File: src/rtl/eviction_write_buffer.sv
// eviction_write_buffer
//   Holds dirty lines evicted by the L2 so a miss can fetch its new line
//   before the victim is written back. Lines drain to memory in FIFO order
//   whenever the L2 side is idle. L2 reads that hit a buffered line are
//   served from the buffer, so memory is never read stale.
//
// Ports
//   clk, rst          clock, synchronous active-high reset
//   mem_*             L2-facing line port (request held until mem_resp)
//   pmem_*            cacheline_adaptor-facing line port (held until pmem_resp)
module eviction_write_buffer #(
    parameter int DEPTH  = 4,
    parameter int ADDR_W = 32,
    parameter int LINE_W = 256
) (
    input  logic              clk,
    input  logic              rst,
    input  logic              mem_read,
    input  logic              mem_write,
    input  logic [ADDR_W-1:0] mem_address,
    input  logic [LINE_W-1:0] mem_wdata,
    output logic              mem_resp,
    output logic [LINE_W-1:0] mem_rdata,
    output logic              pmem_read,
    output logic              pmem_write,
    output logic [ADDR_W-1:0] pmem_address,
    output logic [LINE_W-1:0] pmem_wdata,
    input  logic              pmem_resp,
    input  logic [LINE_W-1:0] pmem_rdata
);
    localparam int TAG_W = ADDR_W - 5;
    localparam int PTR_W = $clog2(DEPTH);
    localparam int CNT_W = PTR_W + 1;

    typedef enum logic [1:0] {S_IDLE, S_RD_MEM, S_WB_MEM, S_RESP} state_t;

    state_t             r_state, w_next;
    logic [TAG_W-1:0]   r_tag  [DEPTH];
    logic [LINE_W-1:0]  r_line [DEPTH];
    logic [DEPTH-1:0]   r_valid;
    logic [PTR_W-1:0]   r_head, r_tail;
    logic [CNT_W-1:0]   r_count;
    logic [LINE_W-1:0]  r_rdata;
    logic [ADDR_W-1:0]  r_paddr;
    logic [LINE_W-1:0]  r_pwdata;

    logic [TAG_W-1:0]   w_tag;
    logic               w_hit;
    logic [PTR_W-1:0]   w_hit_idx;
    logic               w_full;
    logic               w_rd_hit, w_rd_miss, w_rd_done;
    logic               w_wr_hit, w_push, w_drain_start, w_pop;

    assign w_tag  = mem_address[ADDR_W-1:5];
    assign w_full = (r_count == CNT_W'(DEPTH));

    // Writes coalesce, so at most one valid entry carries a given tag.
    always_comb begin
        w_hit     = 1'b0;
        w_hit_idx = '0;
        for (int i = 0; i < DEPTH; i++) begin
            if (r_valid[i] && r_tag[i] == w_tag) begin
                w_hit     = 1'b1;
                w_hit_idx = PTR_W'(i);
            end
        end
    end

    always_comb begin
        w_next        = r_state;
        w_rd_hit      = 1'b0;
        w_rd_miss     = 1'b0;
        w_rd_done     = 1'b0;
        w_wr_hit      = 1'b0;
        w_push        = 1'b0;
        w_drain_start = 1'b0;
        w_pop         = 1'b0;
        case (r_state)
            S_IDLE: begin
                // Read has priority; a simultaneous write is illegal anyway.
                if (mem_read) begin
                    if (w_hit) begin
                        w_rd_hit = 1'b1;
                        w_next   = S_RESP;
                    end else begin
                        w_rd_miss = 1'b1;
                        w_next    = S_RD_MEM;
                    end
                end else if (mem_write) begin
                    if (w_hit) begin
                        w_wr_hit = 1'b1;
                        w_next   = S_RESP;
                    end else if (!w_full) begin
                        w_push = 1'b1;
                        w_next = S_RESP;
                    end else begin
                        // Full: free the head, then re-evaluate the held write.
                        w_drain_start = 1'b1;
                        w_next        = S_WB_MEM;
                    end
                end else if (r_count != '0) begin
                    w_drain_start = 1'b1;
                    w_next        = S_WB_MEM;
                end
            end
            S_RD_MEM: begin
                if (pmem_resp) begin
                    w_rd_done = 1'b1;
                    w_next    = S_RESP;
                end
            end
            S_WB_MEM: begin
                if (pmem_resp) begin
                    w_pop  = 1'b1;
                    w_next = S_IDLE;
                end
            end
            S_RESP:  w_next = S_IDLE;
            default: w_next = S_IDLE;
        endcase
    end

    // Line storage carries no reset; r_valid alone qualifies it.
    always_ff @(posedge clk) begin
        if (w_wr_hit)
            r_line[w_hit_idx] <= mem_wdata;
        if (w_push) begin
            r_tag[r_tail]  <= w_tag;
            r_line[r_tail] <= mem_wdata;
        end
    end

    always_ff @(posedge clk) begin
        if (rst) begin
            r_state  <= S_IDLE;
            r_valid  <= '0;
            r_head   <= '0;
            r_tail   <= '0;
            r_count  <= '0;
            r_rdata  <= '0;
            r_paddr  <= '0;
            r_pwdata <= '0;
        end else begin
            r_state <= w_next;
            if (w_push) begin
                r_valid[r_tail] <= 1'b1;
                r_tail          <= r_tail + PTR_W'(1);
                r_count         <= r_count + CNT_W'(1);
            end
            if (w_pop) begin
                r_valid[r_head] <= 1'b0;
                r_head          <= r_head + PTR_W'(1);
                r_count         <= r_count - CNT_W'(1);
            end
            if (w_drain_start) begin
                r_paddr  <= {r_tag[r_head], 5'b0};
                r_pwdata <= r_line[r_head];
            end
            if (w_rd_miss)
                r_paddr <= {w_tag, 5'b0};
            if (w_rd_hit)
                r_rdata <= r_line[w_hit_idx];
            if (w_rd_done)
                r_rdata <= pmem_rdata;
        end
    end

    assign mem_resp     = (r_state == S_RESP);
    assign pmem_read    = (r_state == S_RD_MEM);
    assign pmem_write   = (r_state == S_WB_MEM);
    assign mem_rdata    = r_rdata;
    assign pmem_address = r_paddr;
    assign pmem_wdata   = r_pwdata;
endmodule

File: config.mk
export PLATFORM = sky130hd
export DESIGN_NAME = eviction_write_buffer
export DESIGN_NICKNAME = d
export VERILOG_FILES = /design/src/rtl/eviction_write_buffer.sv
export SDC_FILE = /design/constraint.sdc
export NUM_CORES = 2
export LEC_CHECK = 0
export ABC_AREA = 1
export BUFFER_PORTS_ARGS = -buffer_cell sky130_fd_sc_hd__buf_4
export CORE_AREA = 3 3 428 430
export CTS_BUF_LIST = sky130_fd_sc_hd__clkbuf_8
export DETAILED_ROUTE_END_ITERATION = 16
export DIE_AREA = 0 0 431 433
export GPL_TIMING_DRIVEN = 0
export PLACE_DENSITY = 0.71
export REMOVE_ABC_BUFFERS = 1
export SKIP_LAST_GASP = 1
export SLEW_MARGIN = 10
export SYNTH_ARGS = -nofsm -noshare
export SYNTH_HDL_FRONTEND = slang
export SYNTH_SLANG_ARGS = --single-unit
export TNS_END_PERCENT = 100
File: constraint.sdc
create_clock -name clk -period 17.2 [get_ports clk]
set_input_delay 0.86 -clock clk [delete_from_list [all_inputs] [get_ports clk]]
set_output_delay 0.86 -clock clk [all_outputs]
set_load 0.01 [all_outputs]
==> flow_summary.toml <==
[status]
status = "completed"

[critical_path]
crit_path_frequent_cell = "buf_12"
crit_path_top_delay_cell = "o21ai_0"
cp.arrival_ns = 7.14
setup.reg_to_reg.worst_slack_ns = 10.83
critPathMaxFanout = 49
reg2reg_to = "r_line[2][225]"
path_buf_inv = 13
r2r-start = "r_tag[2][24]"
crit_required_ns = 17.94
cp_top_family = "buffers and inverters"
max_stage_delay_ns = 0.76
cp_cell_sequence = "dlygate4sd3_1 > buf_4 > xnor2_1 > nand2_1 > nor2_1 > nand3_2 > inv_1 > nand2_1 > nand2_8 > buf_16 > nand2_8 > o21ai_0 > inv_1 > nor2_4 > buf_12 > buf_12 > buf_12 > buf_16 > buf_12 > buf_16 > buf_12 > buf_16"
crit_type = "in2reg"
reg2reg_depth = 20
cp-start-kind = "input port"
setup.worst_path.end_class = "flip-flop"

[yosys]
synth_top_area_cell = "edfxtp_1"
synth_flop_cell = "edfxtp_1"
synthArstFlopShare_pct = 0
seq_area_frac_synth_pct = 56.7
synth_edf_count = 1132
yosys_warnings = 0
synthCells = 9751
synth_commonest_cells = "nand2_1 (2714), inv_1 (1199), edfxtp_1 (1132)"
yosys-top-cells-area = "edfxtp_1 (43%), dfxtp_1 (14%), nand2_1 (13%)"
synth_top_area_share_pct = 42.7
synth-seq-cells = 1686
synth.avg_cell_area_sq_um = 8.15
yosysMostFrequentCell = "nand2_1"
synth_area_sq_um = 79500
ys_types = 40

[die]
num_rows = 156
pin_count = 1096
chipWidth_um = 431
die_h_um = 433
core-area_sq_um = 180000
dieArea_sq_um = 187000
initial_core_util_pct = 44.1

[drt]
vias = 72240
ant_nets = 0
wl_met3_um = 23700
first_pass_iters = 8
m1WireLength_um = 104000
routedWlPerCell_um = 20.3
routed-wl-met2_um = 130000
routed_wirelength_um = 275000
drt_iter0_markers = 6608
route.detailed.drc = 0
topRoutingLayerUsed = "met5"
viasPerCell = 5.33

[grt]
grt_max_degree = 198
grt_pass1_vias = 70399
antenna_found_initial = 30
grt_pass1_wl_um = 408000
overflow = 0
track_usage_pct = 28.2

[clock_network]
clk_pin_slew_worst_paths_ns = 0.06
htree_levels = 5
cts.sinks = 1686
cts_tree = "yes"
cts_resized = 0
clk_latency_ns = 1.05
cts-root-buf = "clkbuf_8"
cts_buffer_depth = 4
cts_made_buffers = 304

[final_layout]
design_area_sq_um = 99900
num-nets-final = 11492
drive_above_1_share_pct = 15.9
fillers = 15665
regArea_sq_um = 45100
stdcell_count = 13560
multi_input_area_sq_um = 27000
area_growth_pct = 25.6

[sta]
tightest_slew_ns = 1.12
period_share_pct = 37.2
setup_tns_ns = 0
rsz0062_at_grt = "false"
fin_skew_ns = 0.0833
setup_viol = 0
hold_violations = 0
slew_headroom_pct = 25.1
whs_ns = 0.101
report.final.slew_viol_count = 0
fin_crit_ns = 6.40
fmax_ghz = 0.156

[placement]
gp_congestion = 0.903
dp.cells = 12738
place_area_sq_um = 91300
dpl.hpwl_um = 180000
io_buffers = 1085

[pwr]
ir_drop_mv = 0.0796
cellPowerDensity_nw_per_um2 = 104
leakagePower_nw = 43.5
finalPower_mw = 10.4

[min_path]
min_to = "r_tag[0][12]"
hp-class = "in2reg"
min_path_cells = 1
min-delay-start = "mem_address[17]"

[flow_run]
cap_violations = 0
cells in the final DEF (no fill, tap or decap), types with 7 or more instances in the layout:
cell type	Yosys	layout
buf_4	19	1084
nor2_4	3	11
bufinv_16	0	7
clkbuf_8	0	367
a21oi_1	1110	1110
inv_1	1199	1314
nor2_1	1048	1040
nand4_1	17	17
diode_2	0	28
xnor2_1	26	26
ha_1	8	8
buf_12	0	64
dfxtp_1	554	551
edfxtp_1	1132	1132
inv_2	19	18
o21ai_0	834	834
dlygate4sd3_1	0	260
clkinv_1	4	16
clkinvlp_4	0	7
clkinv_2	0	24
nor2_2	92	92
nand2_1	2714	2710
buf_16	0	77
nand3_1	350	348
how the worst max path moves through the flow:
stage / endpoint / from / cells after the start / slack [ns]
after global routing: r_line[2][190] / r_tag[2][24] / 20 / 10.56
after detailed placement: r_line[2][241] / mem_address[29] / 21 / 10.16
after global placement: mem_rdata[142] / pmem_resp / 6 / -32.75
after floorplan: mem_rdata[0] / pmem_resp / 4 / -12.24
final: r_line[2][225] / mem_address[31] / 22 / 10.80
after CTS: r_line[2][52] / r_tag[2][24] / 20 / 10.78
sequential cells by signal, summed over array words and instances (netlist names), named ones only:
signal        count
r_line         1024
mem_rdata       256
pmem_wdata      256
r_tag           108
pmem_address     27
r_valid           4
r_count           3
r_head            2
r_state           2
r_tail            2
cell type report:
type | count | area share (%)
Clock buffer | 367 | 5.06
Sequential cell | 1686 | 45.2
Tap cell | 2370 | 2.97
Inverter | 1223 | 4.63
Multi-Input combinational cell | 6232 | 27.1
Timing Repair Buffer | 1487 | 14.2
Antenna cell | 28 | 0.0702
Clock inverter | 167 | 0.868
stage by stage:
stage                     util, %  setup slack (ns)
after floorplan                 -            -12.24
after global placement       48.7            -32.75
after detailed placement     50.7             10.16
after CTS                    55.4             10.78
after global routing         55.4             10.56
final                        55.4             10.80
repair_timing:
| item | 4_1_cts | 5_1_grt |
|---|---|---|
| endpoints found under the setup margin | 0 | 0 |
| setup buffers | 0 | 0 |
| hold endpoints to repair | 1035 | 0 |
| hold buffers | 260 | 0 |
metal layers:
| metal | up-vias | GRT usage [%] |
|---|---|---|
| met5 | - | 0 |
| met4 | 10 | 17.0 |
| li1 | 33685 | - |
| met2 | 3686 | 46.7 |
| met1 | 33989 | 33.9 |
| met3 | 870 | 5.65 |
power by group:
group	internal, mW	switching (mW)	leakage (nW)	total, mW
combinational	0.764	1.24	25.3	2.01
sequential	4.57	0.126	14.7	4.70
clock	2.03	1.68	3.47	3.70
cells by family (layout without fill, tap and decap cells):
group	count (synthesis)	in the layout	synth area share (%)
AOI/OAI and AO/OA	1948	1948	12.3
adders and majority gates	9	9	0.151
xor gates and xnor gates	27	27	0.297
and+or+nand+nor	4243	4243	21.0
buffers and inverters	1837	3244	9.53
DFF	1686	1686	56.7
other	1	33	0.00472
Note: power is estimated with default switching activity, not from simulation.
